--- config.mk ---
export PLATFORM = sky130hd
export DESIGN_NAME = id_ex_elastic_reg_flat
export DESIGN_NICKNAME = d
export VERILOG_FILES = /design/src/rtl/id_ex_elastic_reg_if.sv /design/src/rtl/id_ex_elastic_reg.sv /design/src/flat_wrapper.sv
export SDC_FILE = /design/constraint.sdc
export NUM_CORES = 1
export LEC_CHECK = 0
export BUFFER_PORTS_ARGS = -buffer_cell sky130_fd_sc_hd__buf_2
export CORE_ASPECT_RATIO = 2
export CORE_MARGIN = 2
export CORE_UTILIZATION = 30
export CTS_CLUSTER_DIAMETER = 80
export CTS_CLUSTER_SIZE = 40
export DETAILED_ROUTE_END_ITERATION = 8
export SYNTH_ARGS = -nofsm -noshare
export SYNTH_HDL_FRONTEND = slang
export SYNTH_SLANG_ARGS = --single-unit
--- constraint.sdc ---
create_clock -name clk -period 7.9 [get_ports clk]
set_input_delay 0 -clock clk [delete_from_list [all_inputs] [get_ports clk]]
set_output_delay 0 -clock clk [all_outputs]
set_load 0.02 [all_outputs]
--- src/rtl/id_ex_elastic_reg_if.sv ---
// Valid/ready stage handshake carrying the ID->EXE control and data bundles.
// The master drives valid/ctrl/data and the slave returns ready.
interface id_ex_elastic_reg_if #(
  parameter int CTRL_W = 8,
  parameter int DATA_W = 120
);
  logic              valid;
  logic              ready;
  logic [CTRL_W-1:0] ctrl;
  logic [DATA_W-1:0] data;

  modport master (output valid, output ctrl, output data, input ready);
  modport slave  (input valid, input ctrl, input data, output ready);
endinterface

--- src/rtl/id_ex_elastic_reg.sv ---
// ID->EXE elastic pipeline register: main entry plus one skid entry, registered in_ready,
// synchronous flush and bubble-gated control bundle.
module id_ex_elastic_reg #(
  parameter int CTRL_W         = 8,
  parameter int DATA_W         = 120,
  parameter bit CLEAR_ON_FLUSH = 1'b1
) (
  input  logic                 clk,
  input  logic                 rst,
  input  logic                 flush,
  id_ex_elastic_reg_if.slave   in_if,
  id_ex_elastic_reg_if.master  out_if,
  output logic [1:0]           occupancy
);

  localparam logic [1:0] EMPTY = 2'd0;
  localparam logic [1:0] ONE   = 2'd1;
  localparam logic [1:0] FULL  = 2'd2;

  logic [1:0]        state, next_state;
  logic              in_ready_q;
  logic [CTRL_W-1:0] main_ctrl, skid_ctrl;
  logic [DATA_W-1:0] main_data, skid_data;

  logic in_fire, out_fire;
  logic load_main_in, load_skid, load_main_skid;

  assign in_fire  = in_if.valid & in_ready_q;
  assign out_fire = (state != EMPTY) & out_if.ready;

  assign load_main_in   = in_fire & ((state == EMPTY) | ((state == ONE) & out_fire));
  assign load_skid      = in_fire & (state == ONE) & ~out_fire;
  assign load_main_skid = (state == FULL) & out_fire;

  always_comb begin
    next_state = state;
    case (state)
      EMPTY: if (in_fire) next_state = ONE;
      ONE: begin
        if (in_fire && !out_fire)      next_state = FULL;
        else if (!in_fire && out_fire) next_state = EMPTY;
      end
      FULL:  if (out_fire) next_state = ONE;
      default: next_state = EMPTY;
    endcase
    if (flush) next_state = EMPTY;
  end

  // in_ready is a flop computed from next_state, so there is no comb path from out_ready.
  always_ff @(posedge clk or posedge rst) begin
    if (rst) begin
      state      <= EMPTY;
      in_ready_q <= 1'b1;
    end else begin
      state      <= next_state;
      in_ready_q <= (next_state != FULL);
    end
  end

  always_ff @(posedge clk or posedge rst) begin
    if (rst) begin
      main_ctrl <= '0;
      skid_ctrl <= '0;
    end else if (flush) begin
      main_ctrl <= '0;
      skid_ctrl <= '0;
    end else begin
      if (load_main_in)        main_ctrl <= in_if.ctrl;
      else if (load_main_skid) main_ctrl <= skid_ctrl;
      if (load_skid)           skid_ctrl <= in_if.ctrl;
    end
  end

  // Data registers only clear on flush when configured to; otherwise they simply hold.
  always_ff @(posedge clk or posedge rst) begin
    if (rst) begin
      main_data <= '0;
      skid_data <= '0;
    end else if (flush) begin
      if (CLEAR_ON_FLUSH) begin
        main_data <= '0;
        skid_data <= '0;
      end
    end else begin
      if (load_main_in)        main_data <= in_if.data;
      else if (load_main_skid) main_data <= skid_data;
      if (load_skid)           skid_data <= in_if.data;
    end
  end

  assign out_if.valid = (state != EMPTY);
  assign out_if.ctrl  = (state != EMPTY) ? main_ctrl : '0;
  assign out_if.data  = main_data;
  assign in_if.ready  = in_ready_q;
  assign occupancy    = state;

endmodule

--- src/flat_wrapper.sv ---
// flat-port wrapper written by rule: the top's interface ports become plain ports
module id_ex_elastic_reg_flat 
#(
  parameter int CTRL_W         = 8,
  parameter int DATA_W         = 120,
  parameter bit CLEAR_ON_FLUSH = 1'b1
)
  (clk, rst, flush, occupancy, in_if_valid, in_if_ctrl, in_if_data, in_if_ready, out_if_valid, out_if_ctrl, out_if_data, out_if_ready);
  id_ex_elastic_reg_if #(.CTRL_W(CTRL_W), .DATA_W(DATA_W)) in_if_i ();
  id_ex_elastic_reg_if #(.CTRL_W(CTRL_W), .DATA_W(DATA_W)) out_if_i ();
  input  logic clk;
  input  logic rst;
  input  logic flush;
  output logic [1:0] occupancy;
  input wire logic [$bits(in_if_i.valid)-1:0] in_if_valid;
  input wire logic [$bits(in_if_i.ctrl)-1:0] in_if_ctrl;
  input wire logic [$bits(in_if_i.data)-1:0] in_if_data;
  output wire logic [$bits(in_if_i.ready)-1:0] in_if_ready;
  output wire logic [$bits(out_if_i.valid)-1:0] out_if_valid;
  output wire logic [$bits(out_if_i.ctrl)-1:0] out_if_ctrl;
  output wire logic [$bits(out_if_i.data)-1:0] out_if_data;
  input wire logic [$bits(out_if_i.ready)-1:0] out_if_ready;
  assign in_if_i.valid = in_if_valid;
  assign in_if_i.ctrl = in_if_ctrl;
  assign in_if_i.data = in_if_data;
  assign in_if_ready = in_if_i.ready;
  assign out_if_valid = out_if_i.valid;
  assign out_if_ctrl = out_if_i.ctrl;
  assign out_if_data = out_if_i.data;
  assign out_if_i.ready = out_if_ready;
  id_ex_elastic_reg #(.CTRL_W(CTRL_W), .DATA_W(DATA_W), .CLEAR_ON_FLUSH(CLEAR_ON_FLUSH)) u_core (.clk(clk), .rst(rst), .flush(flush), .in_if(in_if_i), .out_if(out_if_i), .occupancy(occupancy));
endmodule
# After elaboration in Yosys (flattened, before gate mapping)
# Index checks and enable logic that the tools add are counted.
# classes
n_reduce_logical	8
bitwise	9
muxes	17
n_eq_ne	3
# op_table
op	n
$mux W120	5
$mux W8	6
$mux W2	5
$and A1 B1 Y1	7
$pmux W2 S3	1
$reduce_bool A2 Y1	2
$reduce_bool A3 Y1	1
$eq A2 B1 Y1 const B	1
$eq A2 B2 Y1 const B	1
$logic_and A1 B1 Y1	2
$logic_not A1 Y1	2
$logic_not A2 Y1	1
$ne A2 B2 Y1 const B	1
$not A1 Y1	1
$or A1 B1 Y1	1
# word_totals
regBits	259
in_bits	133
wordCells	43
output_inout_bits	132

# Logic depth before layout (Yosys ltp)
# logic_depth
depth_word	8
mapped_depth	6
mapped_depth_nobuf	3

# Worst setup path before layout
# No wires, ideal clock.
# synth_path
path_kind	reg-to-reg
start	register u_core.in_ready_q, in the netlist u_core.in_if.ready
end	register u_core.skid_data[100]
path_stages_with_launch	6
period_less_slack_ns	1.645
path_slack_ns	6.255
required_time_ns	7.835
arrival_ns	1.580
n_path_buf	2
setup_ns	0.065
path_cell_list	dfstp_2 -> nand2_1 -> nor4_2 -> clkbuf_1 -> buf_2 -> a22o_1
# synth_between
elab_chain_cells	4
# synth_rtl
element	line_no	text
start, declared	id_ex_elastic_reg.sv:21	logic in_ready_q;
start signal, assigned	id_ex_elastic_reg.sv:56	in_ready_q <= (next_state != FULL);
$and A1 B1 Y1	id_ex_elastic_reg.sv:28	assign in_fire = in_if.valid & in_ready_q;
$and A1 B1 Y1 (2 in a row)	id_ex_elastic_reg.sv:32	assign load_skid = in_fire & (state == ONE) & ~out_fire;
$reduce_bool A2 Y1 (no line)	n/a	
end signal, assigned	id_ex_elastic_reg.sv:87	if (load_skid) skid_data <= in_if.data;
end, declared	id_ex_elastic_reg.sv:23	logic [DATA_W-1:0] main_data, skid_data;
# No other way between the ends.
# A chain may end at the register's enable or synchronous reset.

# Worst setup path after layout
# layout_path
start	register u_core.state[0], in the netlist u_core.occupancy[0]
end	register u_core.main_data[44], in the netlist u_core.out_if.data[44]
# layout_between
elab_chain_cells	7
elab_cells_between_ends	12
classes_between	eq/ne (2); mux (2); bitwise (5); reduce/logical (3)
# layout_rtl
element	line_no	text
start, declared	id_ex_elastic_reg.sv:20	logic [1:0] state, next_state;
start signal, assigned	id_ex_elastic_reg.sv:55	state <= next_state;
$reduce_bool A2 Y1	id_ex_elastic_reg.sv:29	assign out_fire = (state != EMPTY) & out_if.ready;
$and A1 B1 Y1	id_ex_elastic_reg.sv:29	
$and A1 B1 Y1	id_ex_elastic_reg.sv:31	assign load_main_in = in_fire & ((state == EMPTY) | ((state == ONE) & out_fire));
$or A1 B1 Y1	id_ex_elastic_reg.sv:31	
$and A1 B1 Y1	id_ex_elastic_reg.sv:31	
$mux W120	id_ex_elastic_reg.sv:85	if (load_main_in) main_data <= in_if.data;
$mux W120	id_ex_elastic_reg.sv:79	end else if (flush) begin
end signal, assigned	id_ex_elastic_reg.sv:85	
end signal, assigned	id_ex_elastic_reg.sv:86	else if (load_main_skid) main_data <= skid_data;
end, declared	id_ex_elastic_reg.sv:23	
# Several ways; a longest one is shown, not always the timed one.

==> flow_metrics.env <==
export IMPL_cp_arrival_ns=4.53
export IMPL_reg2reg_to="u_core.out_if.data[44]$_DFFE_PP0P_"
export IMPL_peakVddDrop_mv=0.155
export IMPL_fp_dieArea_mm2=0.0447
export IMPL_grt_pass1_vias=12200
export IMPL_grt_met3_usage_pct=1.83
export IMPL_power_density_mw_per_mm2=179
export IMPL_synth_enable_flop_cells=0
export IMPL_initial_core_util_pct=30.3
export IMPL_power_frac_clock_pct=30.3
export IMPL_wl_mm=46.8
export IMPL_syn_cell_area_mm2=0.0129
export IMPL_rsz0062_at_grt="no"
export IMPL_reg2reg_from="u_core.occupancy[0]$_DFF_PP0_"
export IMPL_synth_xor_area_share_pct=0
export IMPL_cts_num_sinks=259
export IMPL_cp_slowest_cell="and2b_4"
export IMPL_ys_seq_elements=259
export IMPL_reg2reg_slack_ns=3.73
export IMPL_tns_ns=0
export IMPL_min_period_ns=4.17
export IMPL_critPathLaunchType="flip-flop"
export IMPL_syn_to_final_growth_pct=25.7
export IMPL_cts_setup_buffers=0
export IMPL_yosysSeqAreaShare_pct=50.3
export IMPL_htreeDepth=1
export IMPL_critPathRequiredTime_ns=8.26
export IMPL_min_to="u_core.occupancy[0]$_DFF_PP0_"
export IMPL_nets=1610
export IMPL_place_gp_congestion=0.763
export IMPL_overflow=0
export IMPL_antenna_found_initial=0
export IMPL_muxShareOfSynthArea_pct=0
export IMPL_cts_buffer_depth=3
export IMPL_synth_top_cell_by_area="dfrtp_1"
export IMPL_grtUsageTotal_pct=20.2
export IMPL_worstRegToRegCells=5
export IMPL_switching_share_pct=32.5
export IMPL_dp_cells=1878
export IMPL_synth_top_flop_cell="dfrtp_1"
export IMPL_p_comb_share_pct=18.7
export IMPL_holdBufCountCts=129
export IMPL_setup_viol=0
export IMPL_root_buffer="clkbuf_16"
export IMPL_hp_start="in_if_valid"
export IMPL_path_max_fanout=69
export IMPL_finalHoldViolCount=0
export IMPL_first_pass_iters=5
export IMPL_seqPwrFrac_pct=50.9
export IMPL_numCtsBuffers=13
export IMPL_critPathTopFamily="buffers and inverters"
export IMPL_avgSynthCellArea_um2=10.7
export IMPL_synth_top_family_by_area="compound AO/OA/AOI/OAI gates"
export IMPL_met1_usage_pct=25.2
export IMPL_fin_crit_sh_pct=52.8
export IMPL_cpPeakStageDelay_ns=0.95
export IMPL_hold_path_class="primary input to flip-flop"
export IMPL_slew_viol_final=0
export IMPL_dr_first_iter_drc_count=808
export IMPL_grtUsageMet2_pct=34.4
export IMPL_vias=11900
export IMPL_ios=265
export IMPL_relSlewSlack_pct=18.8
export IMPL_synth_compound_area_share_pct=25.1
export IMPL_synth_top_area_share_pct=50.1
export IMPL_cp_end_kind="flip-flop"
export IMPL_clk_pin_slew_ns=0.13
export IMPL_cts_resized=0
export IMPL_synth_cell_types=23
export IMPL_postLayoutCellArea_mm2=0.0162
export IMPL_crit_chain="buf_4 -> and2b_4 -> buf_4 -> nor4_1 -> a2111oi_0"
export IMPL_clk_latency_ns=0.53
export IMPL_detail_route_antenna_nets=0
export IMPL_async_flop_share_pct=100
export IMPL_ys_warn_count=0
export IMPL_p_leak_uw=0.00766
export IMPL_crit_buf_inv=2
export IMPL_die_x_um=151
export IMPL_cap_viol_max_count=0
export IMPL_fmax_mhz=240
export IMPL_layoutNonFillerInstCount=2027
export IMPL_placed_cell_area_mm2=0.0144
export IMPL_grt_pass1_wl_mm=72.1
export IMPL_io_buffers=264
export IMPL_grt_busiest_layer="met2"
export IMPL_drive_gt1_share_pct=21.0
export IMPL_netSwitchingPower_uw=945
export IMPL_power_internal_uw=1960
export IMPL_dp_hpwl_mm=25.9
export IMPL_outcome="completed"
export IMPL_fin_skew_ns=0.0357
export IMPL_synthCells=1209
export IMPL_tightest_slew_ns=1.21
export IMPL_fillers=4177
export IMPL_grt_max_degree=149
export IMPL_critical_path_class="flip-flop to flip-flop"
export IMPL_synthAdderAreaFrac_pct=0
export IMPL_rows=107
export IMPL_synth_most_common_cell="dfrtp_1"
export IMPL_yosys_area_share_simple_pct=15.7
export IMPL_coreArea_mm2=0.0426
export IMPL_path_common_cell="buf_4"
export IMPL_die_h_um=297
export IMPL_wl_per_cell_um=23.1
export IMPL_via_per_inst=5.89
export IMPL_drc=0
export IMPL_n_antenna_cell=0
export IMPL_cts_tree="yes"
export IMPL_synth_nets=1342
export IMPL_hold_depth=4
export IMPL_ys_top_cells_by_area="dfrtp_1, a22o_1, and3b_1"
export IMPL_synth_common_cells="dfrtp_1, inv_1, nor4_1"
[state kept, by name (all words and copies together), names as in the netlist]
register            count
u_core.out_if.data    120
u_core.in_if.ready      1
u_core.occupancy        2
u_core.skid_ctrl        8
u_core.skid_data      120
u_core.main_ctrl        8
[cell type report]
class                      count  area [um2]  area share [%]
clock inverter                 7         150           0.927
tap                          545         682            4.21
multi-input combinational    664        5310            32.8
inverter                     131         502            3.10
sequential                   259        6490            40.1
clock buffer                  13         325            2.01
timing repair buffer         408        2740            16.9
[cells by family (layout without fill, tap and decap cells)]
family          count (synthesis)  count (layout)
compound gates                388             388
simple gates                  276             276
flops                         259             259
buf+inv                       286             559
[metal layers]
layer	up-vias	wire (um)
met1	6077	18600
li1	5229	-
met5	-	0
met3	106	2380
met4	0	2590
met2	521	23300
[worst max path at each step]
stage	start	to	slack (ns)	cells after the start
2_1_floorplan	rst	u_core.main_ctrl[0]$_DFFE_PP0P_	0.77	1
3_3_place_gp	u_core.occupancy[0]$_DFF_PP0_	u_core.out_if.data[117]$_DFFE_PP0P_	3.80	5
3_5_place_dp	u_core.occupancy[0]$_DFF_PP0_	u_core.out_if.data[119]$_DFFE_PP0P_	3.78	5
4_1_cts	u_core.occupancy[0]$_DFF_PP0_	u_core.out_if.data[14]$_DFFE_PP0P_	3.76	5
5_1_grt	u_core.occupancy[0]$_DFF_PP0_	u_core.out_if.data[2]$_DFFE_PP0P_	3.44	5
6_report	u_core.occupancy[0]$_DFF_PP0_	u_core.out_if.data[44]$_DFFE_PP0P_	3.73	5
[through the flow]
stage               utilization, %  hold slack [ns]  power (uW)  worst slack (ns)
floorplan                        -            0.133        1770             0.775
CTS                           38.1            0.103        2950              3.76
global placement              33.9            0.226        1990              3.80
detailed placement            33.9            0.227        2000              3.78
finish                        38.1            0.131        2910              3.73
global route                  38.1            0.172        3040              3.44
[layout by cell type (no fill, tap or decap), types with 2 or more instances in the layout]
master,count
dfrtp_4,2
dlygate4sd3_1,129
a2111oi_1,4
and3b_1,128
clkinv_8,2
a2111oi_0,124
a22o_1,128
buf_4,16
dfrtp_1,256
buf_2,262
inv_8,2
inv_1,129
nor2_1,12
nor4_1,129
a211oi_1,128
clkbuf_16,13
clkinv_16,2
[power groups by stage]
| stage | logic, uW | clock network (uW) | registers, uW |
|---|---|---|---|
| after floorplan | 230 | 0 | 1540 |
| after global placement | 488 | 0 | 1500 |
| after detailed placement | 495 | 0 | 1500 |
| after CTS | 547 | 919 | 1480 |
| after global routing | 586 | 968 | 1490 |
| final | 544 | 881 | 1480 |
[worst min-delay path: stages]
cell    delay (ns)
buf_2         0.12
and2_1        0.23
nor2_1        0.14
o31a_1        0.13
Power figures use the tool's default switching activity.
